===== src/rtl/pixel_cmd_pkg.sv =====
// Shared definitions for the pixel command engine: opcodes, FSM states and
// how many argument bytes each opcode carries.
package pixel_cmd_pkg;

    localparam logic [7:0] OP_NOP   = 8'h00;
    localparam logic [7:0] OP_FILL  = 8'h01;
    localparam logic [7:0] OP_FRAME = 8'h02;
    localparam logic [7:0] OP_RECT  = 8'h03;
    localparam logic [7:0] OP_PIXEL = 8'h04;

    localparam logic [3:0] ARGS_FILL  = 4'd1;
    localparam logic [3:0] ARGS_RECT  = 4'd9;
    localparam logic [3:0] ARGS_PIXEL = 4'd5;

    typedef enum logic [2:0] {
        S_IDLE,
        S_ARGS,
        S_SETUP,
        S_FILL,
        S_RECT,
        S_STREAM
    } state_e;

    function automatic logic [3:0] arg_count(input logic [7:0] op);
        case (op)
            OP_FILL:  return ARGS_FILL;
            OP_RECT:  return ARGS_RECT;
            OP_PIXEL: return ARGS_PIXEL;
            default:  return 4'd0;
        endcase
    endfunction

endpackage


===== src/rtl/pixel_command_engine_pixel_unpacker.sv =====
// Splits one received byte into 8/BITS_PER_PIXEL pixels, LSB first, one per clock.
module pixel_unpacker #(
    parameter int BITS_PER_PIXEL = 4
) (
    input  logic                      clk_i,
    input  logic                      rst_ni,
    input  logic                      clr_i,
    input  logic                      load_i,
    input  logic [7:0]                byte_i,
    output logic                      pix_vld_o,
    output logic [BITS_PER_PIXEL-1:0] pix_o,
    output logic                      busy_o
);
    localparam int PPB   = 8 / BITS_PER_PIXEL;
    localparam int CNT_W = $clog2(PPB + 1);

    logic [7:0]       shift_q, shift_d;
    logic [CNT_W-1:0] cnt_q, cnt_d;

    always_comb begin
        shift_d = shift_q;
        cnt_d   = cnt_q;
        if (clr_i) begin
            cnt_d = '0;
        end else if (load_i) begin
            shift_d = byte_i;
            cnt_d   = CNT_W'(PPB);
        end else if (cnt_q != '0) begin
            shift_d = shift_q >> BITS_PER_PIXEL;
            cnt_d   = cnt_q - 1'b1;
        end
    end

    always_ff @(posedge clk_i or negedge rst_ni) begin
        if (!rst_ni) begin
            shift_q <= '0;
            cnt_q   <= '0;
        end else begin
            shift_q <= shift_d;
            cnt_q   <= cnt_d;
        end
    end

    // A new byte may land in the same cycle the last pixel of the previous one leaves.
    assign pix_vld_o = (cnt_q != '0);
    assign pix_o     = shift_q[BITS_PER_PIXEL-1:0];
    assign busy_o    = (cnt_q > CNT_W'(1));

endmodule


===== src/rtl/pixel_command_engine.sv =====
// Byte-stream command parser and framebuffer write generator (fill, frame
// stream, clipped rectangle, single pixel) with overrun and timeout reporting.
module pixel_command_engine #(
    parameter int BITS_PER_PIXEL = 4,
    parameter int FB_WIDTH       = 640,
    parameter int FB_HEIGHT      = 480,
    parameter int ADDR_WIDTH     = 19,
    parameter int TIMEOUT_CYCLES = 1000000
) (
    input  logic                      i_Clock,
    input  logic                      i_Reset_n,
    input  logic                      i_Rx_DV,
    input  logic [7:0]                i_Rx_Byte,
    output logic                      o_Write_Enable,
    output logic [ADDR_WIDTH-1:0]     o_Write_Addr,
    output logic [BITS_PER_PIXEL-1:0] o_Write_Data,
    output logic                      o_Busy,
    output logic                      o_Overrun,
    output logic                      o_Error
);
    import pixel_cmd_pkg::*;

    localparam int TMO_W = $clog2(TIMEOUT_CYCLES + 1);
    localparam logic [ADDR_WIDTH-1:0] LAST_ADDR = ADDR_WIDTH'(FB_WIDTH * FB_HEIGHT - 1);
    localparam logic [15:0] FB_W16 = 16'(FB_WIDTH);
    localparam logic [15:0] FB_H16 = 16'(FB_HEIGHT);

    state_e                    state_q, state_d;
    logic [7:0]                op_q, op_d;
    logic [3:0]                arg_cnt_q, arg_cnt_d;
    logic [71:0]               args_q, args_d;
    logic [TMO_W-1:0]          tmo_q, tmo_d;
    logic [15:0]               x0_q, x0_d, col_q, col_d, row_q, row_d;
    logic [15:0]               effw_q, effw_d, effh_q, effh_d;
    logic [ADDR_WIDTH-1:0]     base_q, base_d, saddr_q, saddr_d, addr_q, addr_d;
    logic [BITS_PER_PIXEL-1:0] colour_q, colour_d, data_q, data_d;
    logic                      we_q, we_d, ovr_q, ovr_d, err_q, err_d, busy_q;

    logic [15:0]               sx, sy, sw, sh, ew, eh;
    logic [BITS_PER_PIXEL-1:0] scol;
    logic [ADDR_WIDTH-1:0]     sbase;
    logic                      clip_empty;
    logic                      unp_load, unp_vld, unp_busy, accepted;
    logic [BITS_PER_PIXEL-1:0] unp_pix;
    logic                      unused_args;

    assign unused_args = ^args_q;

    pixel_unpacker #(.BITS_PER_PIXEL(BITS_PER_PIXEL)) u_unpacker (
        .clk_i    (i_Clock),
        .rst_ni   (i_Reset_n),
        .clr_i    (state_q != S_STREAM),
        .load_i   (unp_load),
        .byte_i   (i_Rx_Byte),
        .pix_vld_o(unp_vld),
        .pix_o    (unp_pix),
        .busy_o   (unp_busy)
    );

    // FILL and PIXEL are expressed as rectangles so one clipped scanner serves all three.
    always_comb begin
        sx   = args_q[15:0];
        sy   = args_q[31:16];
        sw   = args_q[47:32];
        sh   = args_q[63:48];
        scol = args_q[64 +: BITS_PER_PIXEL];
        if (op_q == OP_FILL) begin
            sx   = '0;
            sy   = '0;
            sw   = FB_W16;
            sh   = FB_H16;
            scol = args_q[0 +: BITS_PER_PIXEL];
        end else if (op_q == OP_PIXEL) begin
            sw   = 16'd1;
            sh   = 16'd1;
            scol = args_q[32 +: BITS_PER_PIXEL];
        end
        clip_empty = (sx >= FB_W16) || (sy >= FB_H16) || (sw == 16'd0) || (sh == 16'd0);
        ew    = (sw < FB_W16 - sx) ? sw : FB_W16 - sx;
        eh    = (sh < FB_H16 - sy) ? sh : FB_H16 - sy;
        sbase = ADDR_WIDTH'(sy) * ADDR_WIDTH'(FB_WIDTH);
    end

    assign accepted = i_Rx_DV && !unp_busy;

    always_comb begin
        state_d   = state_q;
        op_d      = op_q;
        arg_cnt_d = arg_cnt_q;
        args_d    = args_q;
        tmo_d     = tmo_q;
        x0_d      = x0_q;
        col_d     = col_q;
        row_d     = row_q;
        effw_d    = effw_q;
        effh_d    = effh_q;
        base_d    = base_q;
        saddr_d   = saddr_q;
        colour_d  = colour_q;
        addr_d    = addr_q;
        data_d    = data_q;
        we_d      = 1'b0;
        ovr_d     = 1'b0;
        err_d     = 1'b0;
        unp_load  = 1'b0;
        case (state_q)
            S_IDLE: begin
                tmo_d     = '0;
                arg_cnt_d = '0;
                if (i_Rx_DV) begin
                    op_d = i_Rx_Byte;
                    case (i_Rx_Byte)
                        OP_NOP: ;
                        OP_FILL, OP_RECT, OP_PIXEL: state_d = S_ARGS;
                        OP_FRAME: begin
                            state_d = S_STREAM;
                            saddr_d = '0;
                        end
                        default: err_d = 1'b1;
                    endcase
                end
            end
            S_ARGS: begin
                if (i_Rx_DV) begin
                    args_d[{arg_cnt_q, 3'b000} +: 8] = i_Rx_Byte;
                    arg_cnt_d = arg_cnt_q + 4'd1;
                    tmo_d     = '0;
                    if (arg_cnt_q == arg_count(op_q) - 4'd1) state_d = S_SETUP;
                end else if (tmo_q == TMO_W'(TIMEOUT_CYCLES - 1)) begin
                    err_d   = 1'b1;
                    state_d = S_IDLE;
                end else begin
                    tmo_d = tmo_q + 1'b1;
                end
            end
            // Setup cycle absorbs the single row-base multiply and issues the first write.
            S_SETUP: begin
                ovr_d = i_Rx_DV;
                if (clip_empty) begin
                    state_d = S_IDLE;
                end else begin
                    we_d     = 1'b1;
                    addr_d   = sbase + ADDR_WIDTH'(sx);
                    data_d   = scol;
                    colour_d = scol;
                    x0_d     = sx;
                    effw_d   = ew;
                    effh_d   = eh;
                    base_d   = sbase;
                    if (ew == 16'd1 && eh == 16'd1) begin
                        state_d = S_IDLE;
                    end else begin
                        state_d = (op_q == OP_FILL) ? S_FILL : S_RECT;
                        if (ew == 16'd1) begin
                            col_d  = 16'd0;
                            row_d  = 16'd1;
                            base_d = sbase + ADDR_WIDTH'(FB_WIDTH);
                        end else begin
                            col_d = 16'd1;
                            row_d = 16'd0;
                        end
                    end
                end
            end
            S_FILL, S_RECT: begin
                ovr_d  = i_Rx_DV;
                we_d   = 1'b1;
                addr_d = base_q + ADDR_WIDTH'(x0_q) + ADDR_WIDTH'(col_q);
                data_d = colour_q;
                if (col_q == effw_q - 16'd1) begin
                    if (row_q == effh_q - 16'd1) state_d = S_IDLE;
                    col_d  = 16'd0;
                    row_d  = row_q + 16'd1;
                    base_d = base_q + ADDR_WIDTH'(FB_WIDTH);
                end else begin
                    col_d = col_q + 16'd1;
                end
            end
            S_STREAM: begin
                ovr_d    = i_Rx_DV && unp_busy;
                unp_load = accepted;
                if (unp_vld) begin
                    we_d    = 1'b1;
                    addr_d  = saddr_q;
                    data_d  = unp_pix;
                    saddr_d = saddr_q + 1'b1;
                    if (saddr_q == LAST_ADDR) state_d = S_IDLE;
                end
                if (accepted) begin
                    tmo_d = '0;
                end else if (tmo_q == TMO_W'(TIMEOUT_CYCLES - 1)) begin
                    err_d   = 1'b1;
                    state_d = S_IDLE;
                end else begin
                    tmo_d = tmo_q + 1'b1;
                end
            end
            default: state_d = S_IDLE;
        endcase
    end

    always_ff @(posedge i_Clock or negedge i_Reset_n) begin
        if (!i_Reset_n) begin
            state_q   <= S_IDLE;
            op_q      <= '0;
            arg_cnt_q <= '0;
            args_q    <= '0;
            tmo_q     <= '0;
            x0_q      <= '0;
            col_q     <= '0;
            row_q     <= '0;
            effw_q    <= '0;
            effh_q    <= '0;
            base_q    <= '0;
            saddr_q   <= '0;
            colour_q  <= '0;
            addr_q    <= '0;
            data_q    <= '0;
            we_q      <= 1'b0;
            ovr_q     <= 1'b0;
            err_q     <= 1'b0;
            busy_q    <= 1'b0;
        end else begin
            state_q   <= state_d;
            op_q      <= op_d;
            arg_cnt_q <= arg_cnt_d;
            args_q    <= args_d;
            tmo_q     <= tmo_d;
            x0_q      <= x0_d;
            col_q     <= col_d;
            row_q     <= row_d;
            effw_q    <= effw_d;
            effh_q    <= effh_d;
            base_q    <= base_d;
            saddr_q   <= saddr_d;
            colour_q  <= colour_d;
            addr_q    <= addr_d;
            data_q    <= data_d;
            we_q      <= we_d;
            ovr_q     <= ovr_d;
            err_q     <= err_d;
            busy_q    <= (state_d != S_IDLE);
        end
    end

    assign o_Write_Enable = we_q;
    assign o_Write_Addr   = addr_q;
    assign o_Write_Data   = data_q;
    assign o_Busy         = busy_q;
    assign o_Overrun      = ovr_q;
    assign o_Error        = err_q;

endmodule


===== config.mk =====
export PLATFORM = sky130hd
export DESIGN_NAME = pixel_command_engine
export DESIGN_NICKNAME = d
export VERILOG_FILES = /design/src/rtl/pixel_cmd_pkg.sv /design/src/rtl/pixel_command_engine_pixel_unpacker.sv /design/src/rtl/pixel_command_engine.sv
export SDC_FILE = /design/constraint.sdc
export NUM_CORES = 1
export LEC_CHECK = 0
export ABC_AREA = 1
export CAP_MARGIN = 20
export CORE_MARGIN = 1
export CORE_UTILIZATION = 29
export CTS_CLUSTER_SIZE = 20
export DETAILED_ROUTE_END_ITERATION = 10
export PLACE_DENSITY = 0.49
export SYNTH_ARGS = -nofsm -noshare
export SYNTH_HDL_FRONTEND = slang
export SYNTH_HIERARCHICAL = 1
export SYNTH_SLANG_ARGS = --single-unit

===== constraint.sdc =====
create_clock -name i_Clock -period 5.4 [get_ports i_Clock]
set_input_delay 1.08 -clock i_Clock [delete_from_list [all_inputs] [get_ports i_Clock]]
set_output_delay 1.08 -clock i_Clock [all_outputs]
set_load 0.1 [all_outputs]

==> run_results.csv <==
group,metric,value,unit
cells_and_area,multi_input_area,9958,um2
cells_and_area,area_delta_synth_final,13.96,%
pwr,p_int,3.828,mW
die,pin_count,38,
timing,fin_skew,0.03535,ns
clock_network,cts_resized,0,
timing,fin_crit_sh,0.9194,
die,die_h,249.6,um
pwr,swShare,0.3593,
critical_path,worstPathMaxFanout,24,
synth,synth_edf_count,0,
detailed_routing,viasPerCell,4.949,
timing,tightest_slew,1.050,ns
clock_network,clk-insertion-delay-late,0.56,ns
clock_network,htreeDepth,2,
timing,max-slew-margin-rel,0.2979,
critical_path,cp_common_cell,"nand2_1",
pwr,vdd_drop_max,0.1965,mV
die,fp.dieW,249.6,um
clock_network,ctsLongestPathBuffers,3,
synth,yosysTopAreaCell,"dfrtp_1",
critical_path,critPathTopFamily,"simple AND/OR/NAND/NOR gates",
global_route,antenna_found_initial,0,
timing,rsz0062_at_grt,"false",
worst_hold_path,hp-class,"flop to flop",
critical_path,end_kind,"flop",
die,start_util,0.2940,
critical_path,cpPeakStageDelay,0.41,ns
cells_and_area,drive_gt1_frac,0.05704,
pwr,p_per_area,294.9,nW/um2
pwr,combPwrFrac,0.259,
detailed_routing,vias,16450,
cells_and_area,num_antenna_cells,0,
placement,hpwl,43880,um
detailed_routing,wire_per_inst,17.18,um
pwr,p_leak,9.909,nW
cells_and_area,seqCellArea,6381,um2
detailed_routing,dr.pass1.iters,5,
synth,synthTopCellsByArea,"dfrtp_1 36%, nand2_1 14%, ha_1 6.7%",
critical_path,startpoint_type,"flop",
timing,setup_viol,0,
timing,timing.fmax,201.4,MHz
cells_and_area,final_nets,2637,
clock_network,cts_sinks,255,
global_route,overflow,0,
clock_network,cts_tree,"yes",
detailed_routing,drtIter0Drc,1080,
synth,yosysMostFrequentCell,"nand2_1",
synth,postSynthCellCount,2484,
synth,synth_commonest_cells,"643 x nand2_1, 293 x inv_1, 255 x dfrtp_1, 251 x nor2_1, 204 x o21ai_0",
clock_network,cts_buffers,34,
synth,async_flop_share,1.000,
synth,yosysWarningCount,6,
global_route,grt_usage,0.1840,
critical_path,cpMaxStageDelayCell,"clkdlybuf4s15_2",
placement,portBuffers,37,
synth,syn_area_per_cell,7.158,um2
status,status,"finished clean",
detailed_routing,drc_errors,0,
synth,synth-seq-area-share,0.3589,
critical_path,worst_ep_arrival_time,5.42,ns
synth,syn_nets,2601,
pwr,power_switching,2.147,mW
die,core_area,60470,um2
job,drv_cap,0,
die,dieArea,62310,um2
timing,drv_slew,0,
timing,tns,0,ns
global_route,grt_max_degree,112,
critical_path,critPathRequiredTime,5.85,ns
detailed_routing,postRouteAntennaNets,0,
synth,syn_area,17780,um2
critical_path,path_class,"flop to flop",
detailed_routing,routed_wl,57120,um
synth,synth-seq-cells,255,
pwr,seqPwrFrac,0.358,
critical_path,path_buf_inv,6,
global_route,grt_pass1_vias,15943,
clock_network,clk_pin_slew,0.06,ns
placement,gp_congestion,0.9055,
die,rows,90,
clock_network,clock-root-buffer,"clkbuf_16",
timing,fin_hold_ws,0.4731,ns
synth,synth.distinct_cells,53,
synth,synth_top_area_share,0.3589,
synth,ys_dominant_reg_cell,"dfrtp_1",
global_route,grt_pass1_wl,90600,um
clock_network,cts_hold_buf,0,
clock_network,post-cts-setup-buffers,0,
timing,hold_viol_final,0,
timing,min_period,4.965,ns
cells_and_area,fill_cells,6443,
pwr,p_clk_frac,0.384,
## layout by cell type, fill, tap and decap left out, types with 47 or more instances in the layout
cell type  instances
nor3_1            48
o21ai_0          201
nand3_1          144
xor2_1            85
dfrtp_1          255
a21oi_1          115
nand2_1          642
nand4_1           47
inv_1            292
nor2_1           250
ha_1              95
## routing by layer
layer,GRT usage,routed length (um),up-vias
met3,0.02159,2306,70
met5,0,0,-
met1,0.2647,28140,7830
met2,0.2883,25270,362
met4,0.05309,1405,0
li1,-,-,8188
## final timing paths
path                                              from                          end  slack, ns  depth (start not counted)
setup / recovery                   op_q[3]$_DFFE_PN0P_        base_q[8]$_DFFE_PN0P_       0.44                         30
hold / removal             o_Write_Addr[9]$_DFFE_PN0P_  o_Write_Addr[9]$_DFFE_PN0P_       0.47                          2
setup reg to reg                   op_q[3]$_DFFE_PN0P_        base_q[8]$_DFFE_PN0P_       0.44                         30
hold reg to reg            o_Write_Addr[9]$_DFFE_PN0P_  o_Write_Addr[9]$_DFFE_PN0P_       0.47                          2
max in group asynchronous                    i_Reset_n         tmo_q[4]$_DFFE_PN0P_       3.68                          2
min in group asynchronous                    i_Reset_n       saddr_q[5]$_DFFE_PN0P_       0.53                          1
## logic make-up (layout without fill, tap and decap cells)
logic type	Yosys count	count (layout)	synth area share
AOI/OAI and AO/OA	420	420	0.1307
and+or+nand+nor	1214	1214	0.2908
xor gates and xnor gates	114	114	0.05658
adders and majority gates	106	106	0.07923
buffers and inverters	375	433	0.08388
DFF	255	255	0.3589
## power groups by stage
stage / sequential, mW / clock (mW) / combinational [mW]
3_5_place_dp: 2.17 / 0 / 1.52
6_report: 2.14 / 2.29 / 1.55
3_3_place_gp: 2.17 / 0 / 1.51
2_1_floorplan: 2.26 / 0 / 0.920
5_1_grt: 2.15 / 2.44 / 1.72
4_1_cts: 2.13 / 2.36 / 1.52
## tightest hold or removal path, stage by stage, from the launching register on
cell	delay, ns
dfrtp_1	0.34
nand2_1	0.05
nand2_1	0.04
## flip-flops by register name, summed over array words and instances (netlist names), 4 cells and up
register            cells
effw_q                 16
o_Write_Addr           19
tmo_q                  20
row_q                  16
args_q                 68
o_Write_Data            4
arg_cnt_q               4
col_q                  16
colour_q                4
x0_q                   16
base_q                 12
u_unpacker/shift_q      8
saddr_q                19
op_q                    8
effh_q                 16
## cell type report
class                           count  area share
Multi-Input combinational cell   1854      0.4914
Sequential cell                   255      0.3149
Inverter                          304     0.05656
Tap cell                          782     0.04829
Clock buffer                       46     0.04767
Timing Repair Buffer               71     0.03328
Clock inverter                     12    0.007842
## metrics by stage
| stage | setup WS, ns | instances | total power [mW] | cell area [um2] | util |
|---|---|---|---|---|---|
| global placement | 0.04566 | 3265 | 3.672 | 19050 | 0.3150 |
| global route | 0.006230 | 3324 | 6.308 | 20260 | 0.3351 |
| floorplan | 0.9981 | 2484 | 3.178 | 17780 | - |
| finish | 0.4352 | 3324 | 5.975 | 20260 | 0.3351 |
| CTS | 0.07978 | 3323 | 6.020 | 20170 | 0.3336 |
| detailed placement | 0.1309 | 3265 | 3.685 | 19050 | 0.3150 |
(Power assumes the default switching activity.)
